--- src/rtl/frame_token_parser_pkg.sv ---
// frame_token_types: shared token encodings, parser state encoding and the
// pixel beat record. The frame download stage imports the same token
// constants, so every writer and reader of the pixel queue uses one encoding.
package frame_token_types;

  // Marker tokens have bit 16 set. Pixel tokens have bit 16 clear and carry
  // RGB565 data in [15:0].
  localparam logic [16:0] TOKEN_FRAME_START = 17'h10000;
  localparam logic [16:0] TOKEN_ROW_START   = 17'h10001;
  localparam logic [16:0] TOKEN_FRAME_END   = 17'h1FFFF;

  // Fixed state encodings, kept stable so that netlist probes written for
  // earlier revisions of the parser still decode correctly.
  localparam logic [1:0] ST_WAIT_FRAME = 2'd0;
  localparam logic [1:0] ST_WAIT_ROW   = 2'd1;
  localparam logic [1:0] ST_PIXELS     = 2'd2;

  typedef enum logic [1:0] {
    WAIT_FRAME = ST_WAIT_FRAME,
    WAIT_ROW   = ST_WAIT_ROW,
    PIXELS     = ST_PIXELS
  } t_parser_state;

  typedef struct packed {
    logic [15:0] data;
    logic        sof;
    logic        eol;
    logic        eof;
  } t_pixel_beat;

endpackage

--- src/rtl/frame_token_parser_skid_buffer.sv ---
// pixel_skid_buffer: 2-entry valid/ready output buffer for pixel beats.
// Entry 0 is always the head. A push and a pop in the same cycle are both
// honoured. The head holds its data stable while valid and not ready.
//   clk, reset    : clock, asynchronous active-high reset
//   push_i        : write push_beat_i this cycle
//   push_beat_i   : beat to store
//   pop_ready_i   : downstream ready; a pop happens when the head is valid
//   head_valid_o  : head entry holds a beat
//   head_beat_o   : head entry contents
//   count_o       : number of occupied entries (0..2)
module pixel_skid_buffer
  import frame_token_types::*;
(
  input  logic        clk,
  input  logic        reset,
  input  logic        push_i,
  input  t_pixel_beat push_beat_i,
  input  logic        pop_ready_i,
  output logic        head_valid_o,
  output t_pixel_beat head_beat_o,
  output logic [1:0]  count_o
);

  t_pixel_beat entry0_q, entry0_d;
  t_pixel_beat entry1_q, entry1_d;
  logic [1:0]  count_q, count_d;
  logic        pop;
  logic        push_ok;

  assign pop     = pop_ready_i && (count_q != 2'd0);
  // The parser's read throttle never pushes into a full buffer; the guard
  // keeps the count from wrapping should that ever be violated.
  assign push_ok = push_i && ((count_q != 2'd2) || pop);

  always_comb begin
    entry0_d = entry0_q;
    entry1_d = entry1_q;
    count_d  = count_q;
    case ({push_ok, pop})
      2'b10: begin
        if (count_q == 2'd0) entry0_d = push_beat_i;
        else                 entry1_d = push_beat_i;
        count_d = count_q + 2'd1;
      end
      2'b01: begin
        entry0_d = entry1_q;
        count_d  = count_q - 2'd1;
      end
      2'b11: begin
        if (count_q == 2'd1) begin
          entry0_d = push_beat_i;
        end else begin
          entry0_d = entry1_q;
          entry1_d = push_beat_i;
        end
      end
      default: ;
    endcase
  end

  always_ff @(posedge clk or posedge reset) begin
    if (reset) begin
      entry0_q <= '0;
      entry1_q <= '0;
      count_q  <= 2'd0;
    end else begin
      entry0_q <= entry0_d;
      entry1_q <= entry1_d;
      count_q  <= count_d;
    end
  end

  assign head_valid_o = (count_q != 2'd0);
  assign head_beat_o  = entry0_q;
  assign count_o      = count_q;

endmodule

--- src/rtl/frame_token_parser.sv ---
// frame_token_parser: turns the 17-bit token stream read from the pixel
// queue into a valid/ready RGB565 pixel stream with sof/eol/eof flags,
// checking the stream against the configured frame geometry.
//   clk, reset          : clock, asynchronous active-high reset
//   queue_empty         : queue has no readable word
//   queue_data_i        : queue read data, valid the cycle after a pop
//   queue_rd_en         : queue pop request
//   pix_ready/pix_valid : downstream handshake
//   pix_data            : RGB565 pixel
//   pix_sof/eol/eof     : first of frame / last of row / last of frame
//   frame_done          : one-cycle pulse on a correct frame end
//   err_row_len         : sticky, a row was cut short by a marker
//   err_seq             : sticky, token out of sequence or illegal
//   err_clear           : synchronous clear of both sticky errors
//
// state      | meaning
// WAIT_FRAME | hunting for frame start; everything else dropped silently
// WAIT_ROW   | between rows; expecting row start or (after last row) frame end
// PIXELS     | inside a row, col counts accepted pixels
module frame_token_parser
  import frame_token_types::*;
#(
  parameter int FRAME_WIDTH  = 480,
  parameter int FRAME_HEIGHT = 272
) (
  input  logic        clk,
  input  logic        reset,
  input  logic        queue_empty,
  input  logic [16:0] queue_data_i,
  output logic        queue_rd_en,
  input  logic        pix_ready,
  output logic        pix_valid,
  output logic [15:0] pix_data,
  output logic        pix_sof,
  output logic        pix_eol,
  output logic        pix_eof,
  output logic        frame_done,
  output logic        err_row_len,
  output logic        err_seq,
  input  logic        err_clear
);

  localparam int COL_W = (FRAME_WIDTH > 1) ? $clog2(FRAME_WIDTH) : 1;
  localparam int ROW_W = $clog2(FRAME_HEIGHT + 1);
  localparam logic [COL_W-1:0] COL_LAST = COL_W'(FRAME_WIDTH - 1);
  localparam logic [ROW_W-1:0] ROW_LAST = ROW_W'(FRAME_HEIGHT - 1);
  localparam logic [ROW_W-1:0] ROW_END  = ROW_W'(FRAME_HEIGHT);

  t_parser_state    state_q, state_d;
  logic [ROW_W-1:0] row_q, row_d;
  logic [COL_W-1:0] col_q, col_d;
  logic             rd_inflight_q;
  logic             frame_done_q, frame_done_d;
  logic             err_row_len_q, err_row_len_d;
  logic             err_seq_q, err_seq_d;
  logic             set_row_len, set_seq;

  logic             push;
  t_pixel_beat      push_beat;
  logic             buf_valid;
  t_pixel_beat      buf_beat;
  logic [1:0]       buf_count;
  logic             buf_pop;
  logic [1:0]       free_entries;

  logic             is_pixel, is_fs, is_rs, is_fe, is_marker;

  // Free space counts the entry released by this cycle's pop, which is what
  // sustains one pixel per clock with only two entries.
  assign buf_pop      = buf_valid && pix_ready;
  assign free_entries = 2'd2 - buf_count + {1'b0, buf_pop};
  assign queue_rd_en  = !reset && !queue_empty &&
                        (free_entries > {1'b0, rd_inflight_q});

  assign is_pixel  = !queue_data_i[16];
  assign is_fs     = (queue_data_i == TOKEN_FRAME_START);
  assign is_rs     = (queue_data_i == TOKEN_ROW_START);
  assign is_fe     = (queue_data_i == TOKEN_FRAME_END);
  assign is_marker = is_fs || is_rs || is_fe;

  always_comb begin
    state_d        = state_q;
    row_d          = row_q;
    col_d          = col_q;
    push           = 1'b0;
    frame_done_d   = 1'b0;
    set_row_len    = 1'b0;
    set_seq        = 1'b0;
    push_beat.data = queue_data_i[15:0];
    push_beat.sof  = (row_q == '0) && (col_q == '0);
    push_beat.eol  = (col_q == COL_LAST);
    push_beat.eof  = (col_q == COL_LAST) && (row_q == ROW_LAST);

    if (rd_inflight_q) begin
      case (state_q)
        WAIT_FRAME: begin
          if (is_fs) begin
            row_d   = '0;
            col_d   = '0;
            state_d = WAIT_ROW;
          end
        end
        WAIT_ROW, PIXELS: begin
          if ((state_q == PIXELS) && is_pixel) begin
            push = 1'b1;
            if (col_q == COL_LAST) begin
              col_d   = '0;
              row_d   = row_q + ROW_W'(1);
              state_d = WAIT_ROW;
            end else begin
              col_d = col_q + COL_W'(1);
            end
          end else begin
            // A marker inside a row truncates it, then is handled exactly
            // as it would be between rows.
            if ((state_q == PIXELS) && is_marker) set_row_len = 1'b1;
            if (is_fs) begin
              set_seq = 1'b1;
              row_d   = '0;
              col_d   = '0;
              state_d = WAIT_ROW;
            end else if (is_rs) begin
              if (row_q < ROW_END) begin
                col_d   = '0;
                state_d = PIXELS;
              end else begin
                set_seq = 1'b1;
                state_d = WAIT_FRAME;
              end
            end else if (is_fe) begin
              if (row_q == ROW_END) frame_done_d = 1'b1;
              else                  set_seq      = 1'b1;
              state_d = WAIT_FRAME;
            end else begin
              // Pixel between rows, or an illegal marker value.
              set_seq = 1'b1;
            end
          end
        end
        default: state_d = WAIT_FRAME;
      endcase
    end

    err_row_len_d = err_clear ? 1'b0 : (err_row_len_q || set_row_len);
    err_seq_d     = err_clear ? 1'b0 : (err_seq_q || set_seq);
  end

  always_ff @(posedge clk or posedge reset) begin
    if (reset) begin
      state_q       <= WAIT_FRAME;
      row_q         <= '0;
      col_q         <= '0;
      rd_inflight_q <= 1'b0;
      frame_done_q  <= 1'b0;
      err_row_len_q <= 1'b0;
      err_seq_q     <= 1'b0;
    end else begin
      state_q       <= state_d;
      row_q         <= row_d;
      col_q         <= col_d;
      rd_inflight_q <= queue_rd_en;
      frame_done_q  <= frame_done_d;
      err_row_len_q <= err_row_len_d;
      err_seq_q     <= err_seq_d;
    end
  end

  pixel_skid_buffer u_skid (
    .clk          (clk),
    .reset        (reset),
    .push_i       (push),
    .push_beat_i  (push_beat),
    .pop_ready_i  (pix_ready),
    .head_valid_o (buf_valid),
    .head_beat_o  (buf_beat),
    .count_o      (buf_count)
  );

  assign pix_valid   = buf_valid;
  assign pix_data    = buf_beat.data;
  assign pix_sof     = buf_beat.sof;
  assign pix_eol     = buf_beat.eol;
  assign pix_eof     = buf_beat.eof;
  assign frame_done  = frame_done_q;
  assign err_row_len = err_row_len_q;
  assign err_seq     = err_seq_q;

endmodule

--- config.mk ---
export PLATFORM = sky130hd
export DESIGN_NAME = frame_token_parser
export DESIGN_NICKNAME = d
export VERILOG_FILES = /design/src/rtl/frame_token_parser_pkg.sv /design/src/rtl/frame_token_parser_skid_buffer.sv /design/src/rtl/frame_token_parser.sv
export SDC_FILE = /design/constraint.sdc
export NUM_CORES = 1
export LEC_CHECK = 0
export BUFFER_PORTS_ARGS = -buffer_cell sky130_fd_sc_hd__buf_4
export CELL_PAD_IN_SITES_DETAIL_PLACEMENT = 0
export CELL_PAD_IN_SITES_GLOBAL_PLACEMENT = 1
export CORE_MARGIN = 2
export CORE_UTILIZATION = 36
export CTS_BUF_LIST = sky130_fd_sc_hd__clkbuf_8
export DETAILED_ROUTE_END_ITERATION = 16
export GPL_TIMING_DRIVEN = 0
export PLACE_DENSITY = 0.74
export SETUP_SLACK_MARGIN = 0.4
export SLEW_MARGIN = 20
export SYNTH_ARGS = -nofsm -noshare
export SYNTH_HDL_FRONTEND = slang
export SYNTH_SLANG_ARGS = --single-unit
--- constraint.sdc ---
create_clock -name clk -period 2.6 [get_ports clk]
set_input_delay 0.52 -clock clk [delete_from_list [all_inputs] [get_ports clk]]
set_output_delay 0.52 -clock clk [all_outputs]
set_load 0.05 [all_outputs]
==> key figures <==
Status
  • Outcome: completed

Critical path
  • CP Cell Sequence: inv_2 > ha_4 > nand2b_4 > ha_4 > ha_4 > nor2_4 > nor2_2 > nor3_4 > buf_6
  • CP delay by family, top: adder cells
  • Setup Crit Path Kind: register to primary output
  • CP endpoint: queue_rd_en
  • CP dominant cell by count: ha_4
  • Data required, critical path: 2.08 ns
  • Worst path arrival time: 2.00 ns
  • Worst setup path startpoint: u_skid.count_o[1]
  • Worst R2R Path Depth: 8
  • Levels on crit path: 9
  • Crit end category: primary output
  • RR Endpoint: u_skid.entry1_q[11]
  • Slowest CP cell: dfrtp_1
  • Reg2Reg Setup Slack: 0.46 ns
  • Largest fanout on the critical path: 2
  • R2r startpoint: state_q[0]
  • Max incr delay on CP: 0.37 ns
  • Startpoint Class: register
  • Worst Path Buf+Inv: 2

Yosys
  • Cell variety after synth: 52
  • Synth warnings: 0
  • Fraction of registers with async set/reset: 1.00
  • Dominant register cell in the synthesized netlist: dfrtp_1
  • Netlist Area Pre-Place: 0.00332 sq mm
  • Post-Syn Area per Cell: 10.0 sq um
  • Seq cells post-synth: 64
  • Post-synth EDFFs: 0
  • Sequential fraction of the synthesis area: 0.482
  • Syn Inst Count: 331
  • Mapped Nets: 365

Die
  • Die Area: 0.0100 sq mm
  • Core ar.: 0.00911 sq mm
  • Rows: 35
  • Ports: 46
  • Initial Util: 0.365
  • Chip Width: 100 microns
  • Die height: 100 microns

Power
  • Maximum vdd ir drop: 0.000717 V
  • Leakage: 2.17 nW
  • Pwr Total: 4.92 mW
  • PwrDens: 1060 mW/mm^2

Finish
  • Antenna Cells: 0
  • Layout Utilization: 0.511
  • # fillers: 828
  • Share of layout cells above drive strength 1: 0.371
  • Area grow syn2layout: 40.0%
  • Design area: 0.00465 sq mm
  • Multi-input logic area: 0.00192 sq mm
  • Fin nets: 447
  • FF/Latch Area: 0.00160 sq mm

Worst hold path
  • HP Class: primary input to async pin

Clocking
  • Longest Clk Path Bufs: 2
  • Worst-Skew Late Latency: 0.35 ns
  • CTS tree: done
  • H-tree lvl count: 3
  • Clock root cell: clkbuf_8
  • Hold_buf cts: 0
  • Clk slew on worst S/H paths: 0.08 ns
  • CTS buffer count: 9
  • Clk sinks: 64

Place
  • Placed wire-length estimate: 5.97 mm
  • IO buf count: 45
  • GPL Wtd Cong: 0.838
  • Dpl cell area: 0.00394 sq mm

Drt
  • Vias per inst: 5.42
  • Residual DRC count: 0
  • Iter 0 DRT Violations: 186
  • Vias: 2869
  • Routed Antenna Nets: 0
  • Routed length per instance: 16.7 microns
  • Total wire length: 8.84 mm
  • Total iterations of the first detailed-routing run: 4

STA
  • Worst-case hold slack: 0.147 ns
  • Slew HR: 0.627
  • Hold Violations, Final: 0
  • Fin. max-slew vios: 0
  • Final Setup Violations: 0
  • Fin crit period: 2.52 ns
  • RSZ-0062 raised after global routing: true
  • Part of the cycle the worst path needs: 0.968
  • Fmax: 0.397 GHz
  • Pin slew with the least headroom to its limit: 0.560 ns
  • Final Skew: 0.00969 ns

GRT
  • Largest net degree at the start of global routing: 44
  • Global-route wire length before repair: 14.2 mm
  • Vias in the first global route: 2746
  • Antenna violations before repair: 0
  • Tot GR Track Use: 0.182
  • Grt total ovfl: 0

Run
  • Max Cap Violations: 0
flip-flops by register name (all words and copies together) (netlist names):
name,flops
err_seq,1
u_skid.count_o,2
u_skid.head_beat_o,19
row_q,9
rd_inflight_q,1
col_q,9
frame_done,1
state_q,2
err_row_len,1
u_skid.entry1_q,19
how the worst min path moves through the flow:
stage,endpoint,slack (ns),cells past startpoint,startpoint
floorplan,u_skid.head_beat_o[10],0.46,2,u_skid.entry1_q[10]
global placement,u_skid.head_beat_o[4],0.47,2,u_skid.entry1_q[4]
detailed placement,u_skid.head_beat_o[11],0.47,2,u_skid.entry1_q[11]
CTS,u_skid.entry1_q[5],0.14,2,reset
global route,u_skid.entry1_q[6],0.16,2,reset
finish,u_skid.entry1_q[16],0.15,2,reset
where the power goes:
part | switching [mW] | internal, mW
Combinational | 1.41 | 1.01
Sequential | 0.194 | 1.32
Clock | 0.420 | 0.569
kinds of logic after synthesis:
kind of cell | count (synthesis) | synth area share
adders and majority gates | 12 | 0.0452
buffers and inverters | 28 | 0.0339
muxes | 24 | 0.0798
AOI/OAI and AO/OA | 72 | 0.152
xor gates and xnor gates | 2 | 0.00527
DFF | 64 | 0.482
and+or+nand+nor | 129 | 0.202
synthesized netlist by cell type (all sizes together), types with 3 or more instances:
cell type | number | share of area
a21oi | 6 | 0.0090
a22oi | 15 | 0.034
a31oi | 5 | 0.0094
and2 | 3 | 0.0056
and3 | 4 | 0.0075
clkbuf | 11 | 0.012
dfrtp | 64 | 0.48
ha | 12 | 0.045
inv | 15 | 0.017
mux2 | 20 | 0.068
mux2i | 4 | 0.012
nand2 | 46 | 0.052
nand2b | 5 | 0.0094
nand3 | 11 | 0.017
nand3b | 3 | 0.0068
nand4 | 9 | 0.017
nor2 | 22 | 0.025
nor3 | 5 | 0.0075
nor4 | 6 | 0.018
o21ai | 20 | 0.030
o31ai | 9 | 0.020
o41ai | 5 | 0.015
or4 | 5 | 0.012
layer usage:
layer | track usage | vias to the layer above | routed length, microns
met5 | 0 | - | 0
met4 | 0.0748 | 0 | 127
met3 | 0.0286 | 11 | 333
met2 | 0.273 | 51 | 4140
met1 | 0.262 | 1432 | 4240
li1 | - | 1375 | -
per-stage QoR:
stage / setup slack [ns] / std cells / setup TNS [ns]
final: 0.0829 / 529 / 0
after global routing: 0.00421 / 529 / 0
after CTS: 0.0929 / 519 / 0
after detailed placement: -0.284 / 488 / -4.25
after floorplan: 0.217 / 331 / 0
after global placement: -0.686 / 487 / -34.70
layout make-up:
class,count,area share
sequential,64,0.345
inverter,15,0.0126
multi-input combinational,239,0.413
tap,111,0.0299
buffer,13,0.0239
clock buffer,10,0.0296
clock inverter,6,0.0196
timing repair buffer,71,0.127
placed cells by master (no fill, tap or decap), types with 4 or more instances in the layout:
master     n
clkbuf_8  11
nand4_1    9
mux2i_1    4
a21oi_1    4
nand2_1   46
nor2_1    19
ha_4       5
mux2_4    12
clkbuf_4   4
a22oi_1   15
o21ai_1    7
mux2_2     8
and3_1     4
inv_2      4
o31ai_1    7
inv_1     10
nand3_1   10
nand2b_1   4
o21ai_0   13
nor3_1     4
ha_1       7
buf_4     63
dfrtp_1   63
buf_6      6
timing repair:
| action | in CTS | in global routing |
|---|---|---|
| gates resized for setup | 33 | 34 |
| cloned | 1 | 0 |
| pin swaps | 11 | 7 |
| setup buffers | 14 | 10 |
| endpoints found under the setup margin | 56 | 51 |
Power figures use the tool's default switching activity.
